===== src/rtl/hilo_muldiv_ctrl.sv =====
// Purpose: sequential control and HI/LO result registers for the ALU MUL/DIV path.
//   It registers operands for an external combinational multiplier and captures its product.
//   It also runs a signed restoring divide that produces one quotient bit per cycle.
// Latency: a multiply takes 2 edges from the start edge to the done cycle.
//   A divide takes 34 edges. A divide by zero takes 1 edge.
// Backpressure: start is accepted only in IDLE. A start seen while busy is dropped and not queued.
// Ports:
//   clk_i, clr_n_i            clock and asynchronous active-low reset
//   start_i, op_i, a_i, b_i   request pulse, op select (0 = mul, 1 = div) and operands
//   mul_a_o, mul_b_o, mul_p_i registered operands to the multiplier and its signed product
//   hi_o, lo_o                HI (product high half or remainder), LO (product low half or quotient)
//   busy_o, done_o            busy is high whenever not IDLE; done is a one-cycle result strobe
//   div_by_zero_o             sticky flag for the last operation
module hilo_muldiv_ctrl #(
    parameter int WIDTH = 32,
    parameter int CNT_W = 6
) (
    input  logic                 clk_i,
    input  logic                 clr_n_i,
    input  logic                 start_i,
    input  logic                 op_i,
    input  logic [WIDTH-1:0]     a_i,
    input  logic [WIDTH-1:0]     b_i,
    output logic [WIDTH-1:0]     mul_a_o,
    output logic [WIDTH-1:0]     mul_b_o,
    input  logic [2*WIDTH-1:0]   mul_p_i,
    output logic [WIDTH-1:0]     hi_o,
    output logic [WIDTH-1:0]     lo_o,
    output logic                 busy_o,
    output logic                 done_o,
    output logic                 div_by_zero_o
);

    localparam logic [2:0] S_IDLE     = 3'd0;
    localparam logic [2:0] S_MUL_CAP  = 3'd1;
    localparam logic [2:0] S_DIV_ITER = 3'd2;
    localparam logic [2:0] S_DIV_FIX  = 3'd3;
    localparam logic [2:0] S_DONE     = 3'd4;

    localparam logic [CNT_W-1:0] LAST_ITER = CNT_W'(WIDTH - 1);
    localparam logic [CNT_W-1:0] CNT_ONE   = CNT_W'(1);

    logic [2:0]       state_q, state_d;
    logic [WIDTH-1:0] hi_q, hi_d;
    logic [WIDTH-1:0] lo_q, lo_d;
    logic [WIDTH-1:0] mul_a_q, mul_a_d;
    logic [WIDTH-1:0] mul_b_q, mul_b_d;
    logic [WIDTH-1:0] rem_q, rem_d;   // partial remainder (unsigned)
    logic [WIDTH-1:0] quo_q, quo_d;   // dividend shifting out / quotient shifting in
    logic [WIDTH-1:0] dvs_q, dvs_d;   // |divisor|
    logic [CNT_W-1:0] cnt_q, cnt_d;
    logic             sa_q, sa_d;     // dividend sign
    logic             sb_q, sb_d;     // divisor sign
    logic             dbz_q, dbz_d;

    // Magnitudes of the raw inputs. For the most negative value the
    // two's-complement negation wraps back to itself, which is exactly
    // its correct unsigned magnitude.
    logic [WIDTH-1:0] a_abs;
    logic [WIDTH-1:0] b_abs;
    assign a_abs = a_i[WIDTH-1] ? -a_i : a_i;
    assign b_abs = b_i[WIDTH-1] ? -b_i : b_i;

    // One restoring step: bring the next dividend bit into the remainder,
    // then trial-subtract the divisor in WIDTH+1 bits so the borrow is visible.
    logic [WIDTH:0]   shifted;
    logic [WIDTH:0]   trial;
    logic             trial_ok;
    assign shifted  = {rem_q, quo_q[WIDTH-1]};
    assign trial    = shifted - {1'b0, dvs_q};
    assign trial_ok = ~trial[WIDTH];

    // Sign fix-up for the final result. Truncation is toward zero, so the
    // quotient sign is the xor of the operand signs. The remainder follows
    // the dividend.
    logic [WIDTH-1:0] quo_signed;
    logic [WIDTH-1:0] rem_signed;
    assign quo_signed = (sa_q ^ sb_q) ? -quo_q : quo_q;
    assign rem_signed = sa_q ? -rem_q : rem_q;

    always_comb begin
        state_d = state_q;
        hi_d    = hi_q;
        lo_d    = lo_q;
        mul_a_d = mul_a_q;
        mul_b_d = mul_b_q;
        rem_d   = rem_q;
        quo_d   = quo_q;
        dvs_d   = dvs_q;
        cnt_d   = cnt_q;
        sa_d    = sa_q;
        sb_d    = sb_q;
        dbz_d   = dbz_q;

        case (state_q)
            S_IDLE: begin
                if (start_i) begin
                    if (!op_i) begin
                        mul_a_d = a_i;
                        mul_b_d = b_i;
                        dbz_d   = 1'b0;
                        state_d = S_MUL_CAP;
                    end else if (b_i == '0) begin
                        // A divide by zero returns immediately. The dividend
                        // passes through to HI, and LO saturates to all ones.
                        hi_d    = a_i;
                        lo_d    = '1;
                        dbz_d   = 1'b1;
                        state_d = S_DONE;
                    end else begin
                        rem_d   = '0;
                        quo_d   = a_abs;
                        dvs_d   = b_abs;
                        sa_d    = a_i[WIDTH-1];
                        sb_d    = b_i[WIDTH-1];
                        cnt_d   = '0;
                        dbz_d   = 1'b0;
                        state_d = S_DIV_ITER;
                    end
                end
            end

            S_MUL_CAP: begin
                // The product settled during this cycle from the operands
                // that were registered on the previous edge.
                {hi_d, lo_d} = mul_p_i;
                state_d      = S_DONE;
            end

            S_DIV_ITER: begin
                if (trial_ok) begin
                    rem_d = trial[WIDTH-1:0];
                    quo_d = {quo_q[WIDTH-2:0], 1'b1};
                end else begin
                    rem_d = shifted[WIDTH-1:0];
                    quo_d = {quo_q[WIDTH-2:0], 1'b0};
                end
                cnt_d = cnt_q + CNT_ONE;
                if (cnt_q == LAST_ITER) begin
                    state_d = S_DIV_FIX;
                end
            end

            S_DIV_FIX: begin
                lo_d    = quo_signed;
                hi_d    = rem_signed;
                state_d = S_DONE;
            end

            S_DONE: begin
                state_d = S_IDLE;
            end

            default: begin
                state_d = S_IDLE;
            end
        endcase
    end

    always_ff @(posedge clk_i or negedge clr_n_i) begin
        if (!clr_n_i) begin
            state_q <= S_IDLE;
            hi_q    <= '0;
            lo_q    <= '0;
            mul_a_q <= '0;
            mul_b_q <= '0;
            rem_q   <= '0;
            quo_q   <= '0;
            dvs_q   <= '0;
            cnt_q   <= '0;
            sa_q    <= 1'b0;
            sb_q    <= 1'b0;
            dbz_q   <= 1'b0;
        end else begin
            state_q <= state_d;
            hi_q    <= hi_d;
            lo_q    <= lo_d;
            mul_a_q <= mul_a_d;
            mul_b_q <= mul_b_d;
            rem_q   <= rem_d;
            quo_q   <= quo_d;
            dvs_q   <= dvs_d;
            cnt_q   <= cnt_d;
            sa_q    <= sa_d;
            sb_q    <= sb_d;
            dbz_q   <= dbz_d;
        end
    end

    assign mul_a_o       = mul_a_q;
    assign mul_b_o       = mul_b_q;
    assign hi_o          = hi_q;
    assign lo_o          = lo_q;
    assign busy_o        = (state_q != S_IDLE);
    assign done_o        = (state_q == S_DONE);
    assign div_by_zero_o = dbz_q;

endmodule


===== config.mk =====
export PLATFORM = sky130hd
export DESIGN_NAME = hilo_muldiv_ctrl
export DESIGN_NICKNAME = d
export VERILOG_FILES = /design/src/rtl/hilo_muldiv_ctrl.sv
export SDC_FILE = /design/constraint.sdc
export NUM_CORES = 1
export LEC_CHECK = 0
export CAP_MARGIN = 10
export CELL_PAD_IN_SITES_DETAIL_PLACEMENT = 0
export CELL_PAD_IN_SITES_GLOBAL_PLACEMENT = 1
export CORE_MARGIN = 2
export CORE_UTILIZATION = 40
export CTS_BUF_LIST = sky130_fd_sc_hd__clkbuf_16
export DETAILED_ROUTE_END_ITERATION = 6
export GPL_TIMING_DRIVEN = 0
export MAX_ROUTING_LAYER = met4
export PLACE_DENSITY_LB_ADDON = 0.1
export SYNTH_ARGS = -nofsm -noshare
export SYNTH_HDL_FRONTEND = slang
export SYNTH_SLANG_ARGS = --single-unit

===== constraint.sdc =====
create_clock -name clk_i -period 3.96 [get_ports clk_i]
set_input_delay 0.792 -clock clk_i [delete_from_list [all_inputs] [get_ports clk_i]]
set_output_delay 0.792 -clock clk_i [all_outputs]
set_load 0.005 [all_outputs]

==> results of run 1 <==
per-layer routing:
layer	vias to the layer above	wire [um]	part of all wire (%)	track usage [%]
li1	6297	-	-	-
met1	6272	20700	44	32.4
met2	337	23200	49	44.0
met3	76	1930	4.1	2.88
met4	0	1390	3.0	6.62
met5	-	0	0	-
sequential cells by signal, indices dropped and copies added, names as in the netlist:
register       cells
dvs_q             32
hi_o              32
lo_o              32
mul_a_o           32
mul_b_o           32
quo_q             32
rem_q             32
cnt_q              6
state_q            3
div_by_zero_o      1
sa_q               1
sb_q               1
area by class of cell:
type                            count  area [um^2]
Fill cell                        3423        17000
Sequential cell                   236         5910
Clock buffer                       29          726
Tap cell                          461          577
Multi-Input combinational cell   1235         7890
Buffer                             91          394
Clock inverter                     20          109
Timing Repair Buffer              264         2680
Inverter                           52          195
cells by family after synthesis:
| group | after synthesis |
|---|---|
| muxes | 108 |
| xor gates and xnor gates | 141 |
| AOI/OAI and AO/OA | 470 |
| DFF | 236 |
| buffers and inverters | 143 |
| adders and majority gates | 38 |
| and+or+nand+nor | 478 |
report_power, final:
group / switching, mW / internal, mW / leakage [nW]
Clock: 1.01 / 1.37 / 0.442
Sequential: 0.719 / 3.44 / 2.89
Combinational: 4.05 / 3.35 / 4.66
per-stage QoR:
step / cells / cell area [um^2]
3_3_place_gp: 2335 / 17500
2_1_floorplan: 1614 / 14400
4_1_cts: 2388 / 18500
5_1_grt: 2388 / 18500
6_report: 2388 / 18500
3_5_place_dp: 2337 / 17600
cells in the mapped netlist, types with 6 or more instances:
cell,number
inv_1,51
ha_1,37
o21ai_1,13
dfrtp_1,236
clkbuf_1,63
o22a_1,7
mux2_2,65
a31oi_1,6
nand3_1,24
xnor2_1,68
xor2_1,73
o41ai_1,14
o21ai_0,168
o31ai_1,29
nor2_1,151
a21o_1,11
buf_1,6
a21oi_1,148
mux2i_1,43
or3_1,16
nand2b_1,9
nor2b_1,6
nor3_1,23
buf_2,13
or4_1,17
nor4_1,9
nand2_1,187
a211oi_1,29
buf_4,6
repair_timing:
item,in CTS,in global routing
cloned,0,0
pin swaps,1,0
setup buffers,2,0
setup endpoints to repair,23,61
gates resized for setup,2,7
final timing paths:
check                           from        end  depth (start not counted)
max                           b_i[7]   hi_o[25]                         11
min reg2reg                 hi_o[24]   hi_o[24]                          2
max reg2reg                quo_q[31]  rem_q[27]                         13
max in group asynchronous    clr_n_i   cnt_q[5]                          2
min in group clk_i          hi_o[24]   hi_o[24]                          2
min                          clr_n_i   hi_o[12]                          1
==> run_results.csv, run 1 <==
group,metric,value,unit
status,outcome,"finished, final reports clean",
setup_path,critPathMaxStageDelay,0.62,ns
sta,setup_viol,0,
clock_tree,clk_latency,0.55,ns
power,total_power,13.9,mW
yosys,synthArstFlopShare,100,%
global_route,grt_pass1_wl,74.5,mm
place,place.gp.congestion,0.899,
die,ios,263,
yosys,syn_area,14400,um^2
setup_path,cp_num_buf_inv,3,
yosys,avgSynthCellArea,8.90,um^2
finish,fin_util,52.1,%
yosys,ys_warn_count,0,
global_route,antenna_found_initial,0,
sta,fmax,268,MHz
setup_path,crit_path_start_kind,"input port",
global_route,grt_overflow,0,
drt,drt_iter0_markers,662,
drt,drc,0,
die,core,35500,um^2
finish,final_cell_mix,"259 x clkdlybuf4s50_1, 236 x dfrtp_1, 186 x nand2_1, 168 x o21ai_0, 151 x nor2_1",
die,die_height,193,um
sta,tns,0,ns
sta,worstMarginPinSlew,0.831,ns
drt,detail-route-antenna-nets,0,
finish,drive_gt1_share,7.73,%
sta,finalWorstSetupSlack,0.229,ns
finish,final_common_cell,"clkdlybuf4s50_1",
setup_path,path_delay_family,"simple AND/OR/NAND/NOR gates",
place,pre_cts_ws,-0.633,ns
die,start_util,40.5,%
sta,final.min_clock_period,3.73,ns
die,die_x,193,um
yosys,synth_top_area_share,41.1,%
clock_tree,root_buffer,"clkbuf_16",
clock_tree,cts.path.max_buffers,3,
setup_path,cp-end-kind,"register",
clock_tree,numCtsBuffers,28,
power,p_per_area,755,nW/um^2
sta,finalCritPeriodShare,94.2,%
setup_path,worstPathRequired,4.38,ns
setup_path,critical_path_peak_fanout,10,
drt,vias,13000,
yosys,yosys-top-cells-area,"dfrtp_1 41%, o21ai_0 5.9%, a21oi_1 5.2%",
global_route,grt_max_degree,116,
sta,slew_headroom,44.6,%
setup_path,cp_cell_sequence,"clkdlybuf4s50_1 > or4_4 > nor4_4 > and2b_1 > nand3_2 > nor4b_4 > o22ai_2 > clkbuf_2 > clkbuf_1 > nand2_1 > o21ai_0",
sta,holdWs,0.0401,ns
yosys,muxShareOfSynthArea,8.10,%
clock_tree,cts_sinks,236,
clock_tree,ctsHoldBuffers,0,
worst_hold_path,hold_class,"input port to async pin",
finish,synthToLayoutAreaGrowth,28.6,%
yosys,netlist_instances,1614,
finish,nets,2078,
global_route,grt_pass1_vias,13100,
power,ir_worst_vdd,0.461,mV
sta,rsz0062_at_grt,"true",
global_route,gr-usage-all-layers,25.7,%
yosys,ys_ff_latch,236,
yosys,synth_edf_count,0,
setup_path,r2r_setup_slack,0.28,ns
yosys,synth_adder_area_share,3.36,%
clock_tree,htree_levels,1,
die,die-area,37400,um^2
drt,dr.pass1.iters,5,
yosys,synth_fp_nets,1784,
place,place_hpwl,36.8,mm
yosys,synth_cell_types,75,
yosys,netlist.top_cell.by_area,"dfrtp_1",
yosys,synth_top_family_by_area,"compound AO/OA/AOI/OAI gates",
clock_tree,cts_tree,"yes",
yosys,synth_compound_area_share,19.4,%
sta,slew_violations,0,
sta,fin_skew,0.00919,ns
finish,num_antenna_cells,0,
die,num_rows,69,
yosys,synthFlopType,"dfrtp_1",
yosys,synthXorXnorAreaFrac,8.60,%
power,leakage,7.99,nW
setup_path,worstSetupPathType,"input port to register",
drt,drt-vias-per-instance,5.44,
yosys,ys_seq_area_share,41.1,%
drt,routed_wl,47.2,mm
sta,finalHoldViolCount,0,
run,cap_violations,0,
yosys,synth-simple-area-share,15.3,%
setup_path,crit_slowest_cell,"or4_4",
drt,routedWlPerCell,19.8,um
clock_tree,clk_pin_slew,0.06,ns
place,port_buffers,260,
setup_path,crit_arrival,4.15,ns
Note: power is estimated with default switching activity, not from simulation.
==> run 2: changes to the inputs <==
CORE_ASPECT_RATIO = 0.75   (was not set)
PLACE_DENSITY = 0.77   (was not set)
PLACE_DENSITY_LB_ADDON = not set   (was 0.1)
==> run_results.csv, run 2 (synthesis results as in run 1) <==
group,metric,value,unit
status,outcome,"finished, final reports clean",
sta,setup_viol,0,
finish,final_common_cell,"clkdlybuf4s50_1",
setup_path,cp-end-kind,"register",
run,cap_violations,0,
clock_tree,cts_sinks,236,
sta,worstMarginPinSlew,1.02,ns
finish,synthToLayoutAreaGrowth,29.1,%
finish,fin_area,18500,um^2
power,leakage,8.00,nW
finish,multi_input_area,7900,um^2
sta,finalHoldViolCount,0,
place,placed_area,17600,um^2
setup_path,critical_path_peak_fanout,6,
drt,detail-route-antenna-nets,0,
sta,finalWorstSetupSlack,0.132,ns
clock_tree,cts_tree,"yes",
power,cell_internal_pwr,8.22,mW
clock_tree,htree_levels,1,
global_route,gr-usage-all-layers,27.3,%
place,place_hpwl,39.0,mm
power,ir_worst_vdd,0.377,mV
setup_path,worstPathRequired,4.43,ns
global_route,antenna_found_initial,0,
finish,fillCellCount,3350,
finish,seqCellArea,5910,um^2
clock_tree,clk_latency,0.57,ns
drt,routed_wl,50.0,mm
power,total_power,14.3,mW
die,start_util,40.3,%
die,die-area,37400,um^2
drt,vias,13400,
setup_path,crit_arrival,4.30,ns
global_route,grt_overflow,0,
finish,drive_gt1_share,8.20,%
worst_hold_path,hold_class,"register to register",
drt,routedWlPerCell,20.9,um
drt,dr.pass1.iters,6,
power,sw_frac_of_total,42.5,%
die,ios,263,
setup_path,worstSetupPathType,"register to register",
finish,num_antenna_cells,0,
die,die_height,168,um
power,power.switching,6.07,mW
clock_tree,root_buffer,"clkbuf_16",
global_route,grt_pass1_wl,77.1,mm
setup_path,crit_path_start_kind,"register",
place,pre_cts_ws,-0.666,ns
drt,drt_iter0_markers,1144,
power,power.share.clock,17.4,%
sta,rsz0062_at_grt,"false",
die,num_rows,60,
finish,final_cells,2392,
clock_tree,cts.path.max_buffers,3,
power,combinationalPowerShare,52.9,%
finish,final_cell_mix,"258 x clkdlybuf4s50_1, 236 x dfrtp_1, 186 x nand2_1, 168 x o21ai_0, 151 x nor2_1",
drt,drc,0,
sta,finalCritPeriodShare,96.7,%
drt,drt-vias-per-instance,5.59,
sta,fin_skew,0.0319,ns
sta,final.min_clock_period,3.83,ns
sta,fmax,261,MHz
die,die_x,223,um
sta,slew_headroom,32.0,%
place,port_buffers,260,
place,post-place-cells,2341,
sta,tns,0,ns
global_route,grt_pass1_vias,12900,
sta,slew_violations,0,
finish,nets,2080,
power,p_per_area,771,nW/um^2
place,place.gp.congestion,0.925,
clock_tree,clk_pin_slew,0.06,ns
die,core,35600,um^2
clock_tree,numCtsBuffers,27,
power,seqPwrFrac,29.7,%
global_route,grt_max_degree,121,
-- run 2: per-stage QoR --
step / hold slack [ns] / util [%]
floorplan: 0.448 / -
global placement: 0.463 / 49.3
detailed placement: 0.470 / 49.5
CTS: 0.484 / 52.0
global route: 0.503 / 52.1
finish: 0.478 / 52.1
-- run 2: repair_timing --
item                                   in CTS  in global routing
setup endpoints to repair                  41                 76
gates resized for setup                     3                  9
endpoints found under the hold margin       1                  0
pin swaps                                   1                  2
setup buffers                               2                  3
hold buffers                                1                  0
-- run 2: path summary, 6_finish.rpt --
path	cells past startpoint	startpoint	slack [ns]	end
max	13	quo_q[31]	0.13	rem_q[29]
min	2	hi_o[12]	0.48	hi_o[12]
max reg2reg	13	quo_q[31]	0.13	rem_q[29]
min reg2reg	2	hi_o[12]	0.48	hi_o[12]
max in group asynchronous	4	clr_n_i	1.97	lo_o[30]
min in group asynchronous	2	clr_n_i	0.58	mul_b_o[7]
-- run 2: worst max-delay path, cell delays in order (launching register included) --
cell and delay [ns]:
dfrtp_1 0.32, inv_1 0.13, ha_1 0.27, fa_1 0.42, nor2b_1 0.18, o31ai_1 0.14, a211oi_2 0.33, nor2_1 0.17
a211o_1 0.39, a211oi_1 0.43, a211oi_4 0.15, buf_4 0.21, or3b_2 0.46, o21ai_1 0.13
-- run 2: cell type report --
type / instances / share of cell area (%)
plain buffers: 90 / 2.13
inverters: 52 / 1.05
clock buffers: 27 / 3.64
flip-flops and latches: 236 / 31.9
clock inverters: 19 / 0.945
repair buffers: 268 / 14.6
well taps: 465 / 3.14
multi-input cells: 1235 / 42.6
-- run 2: power groups by stage --
stage          clock, mW  combinational (mW)  sequential [mW]
5_1_grt             2.63                8.32             4.36
6_report            2.49                7.56             4.25
4_1_cts             2.53                7.52             4.22
3_3_place_gp           0                7.38             4.24
2_1_floorplan          0                4.27             4.08
3_5_place_dp           0                7.47             4.25
-- run 2: per-layer routing --
metal	global-route usage, %	up-vias	share of wire, %
met5	-	-	0
met4	5.63	0	2.1
met3	5.99	58	8.1
met2	37.4	473	40
met1	41.0	6541	49
li1	-	6302	-
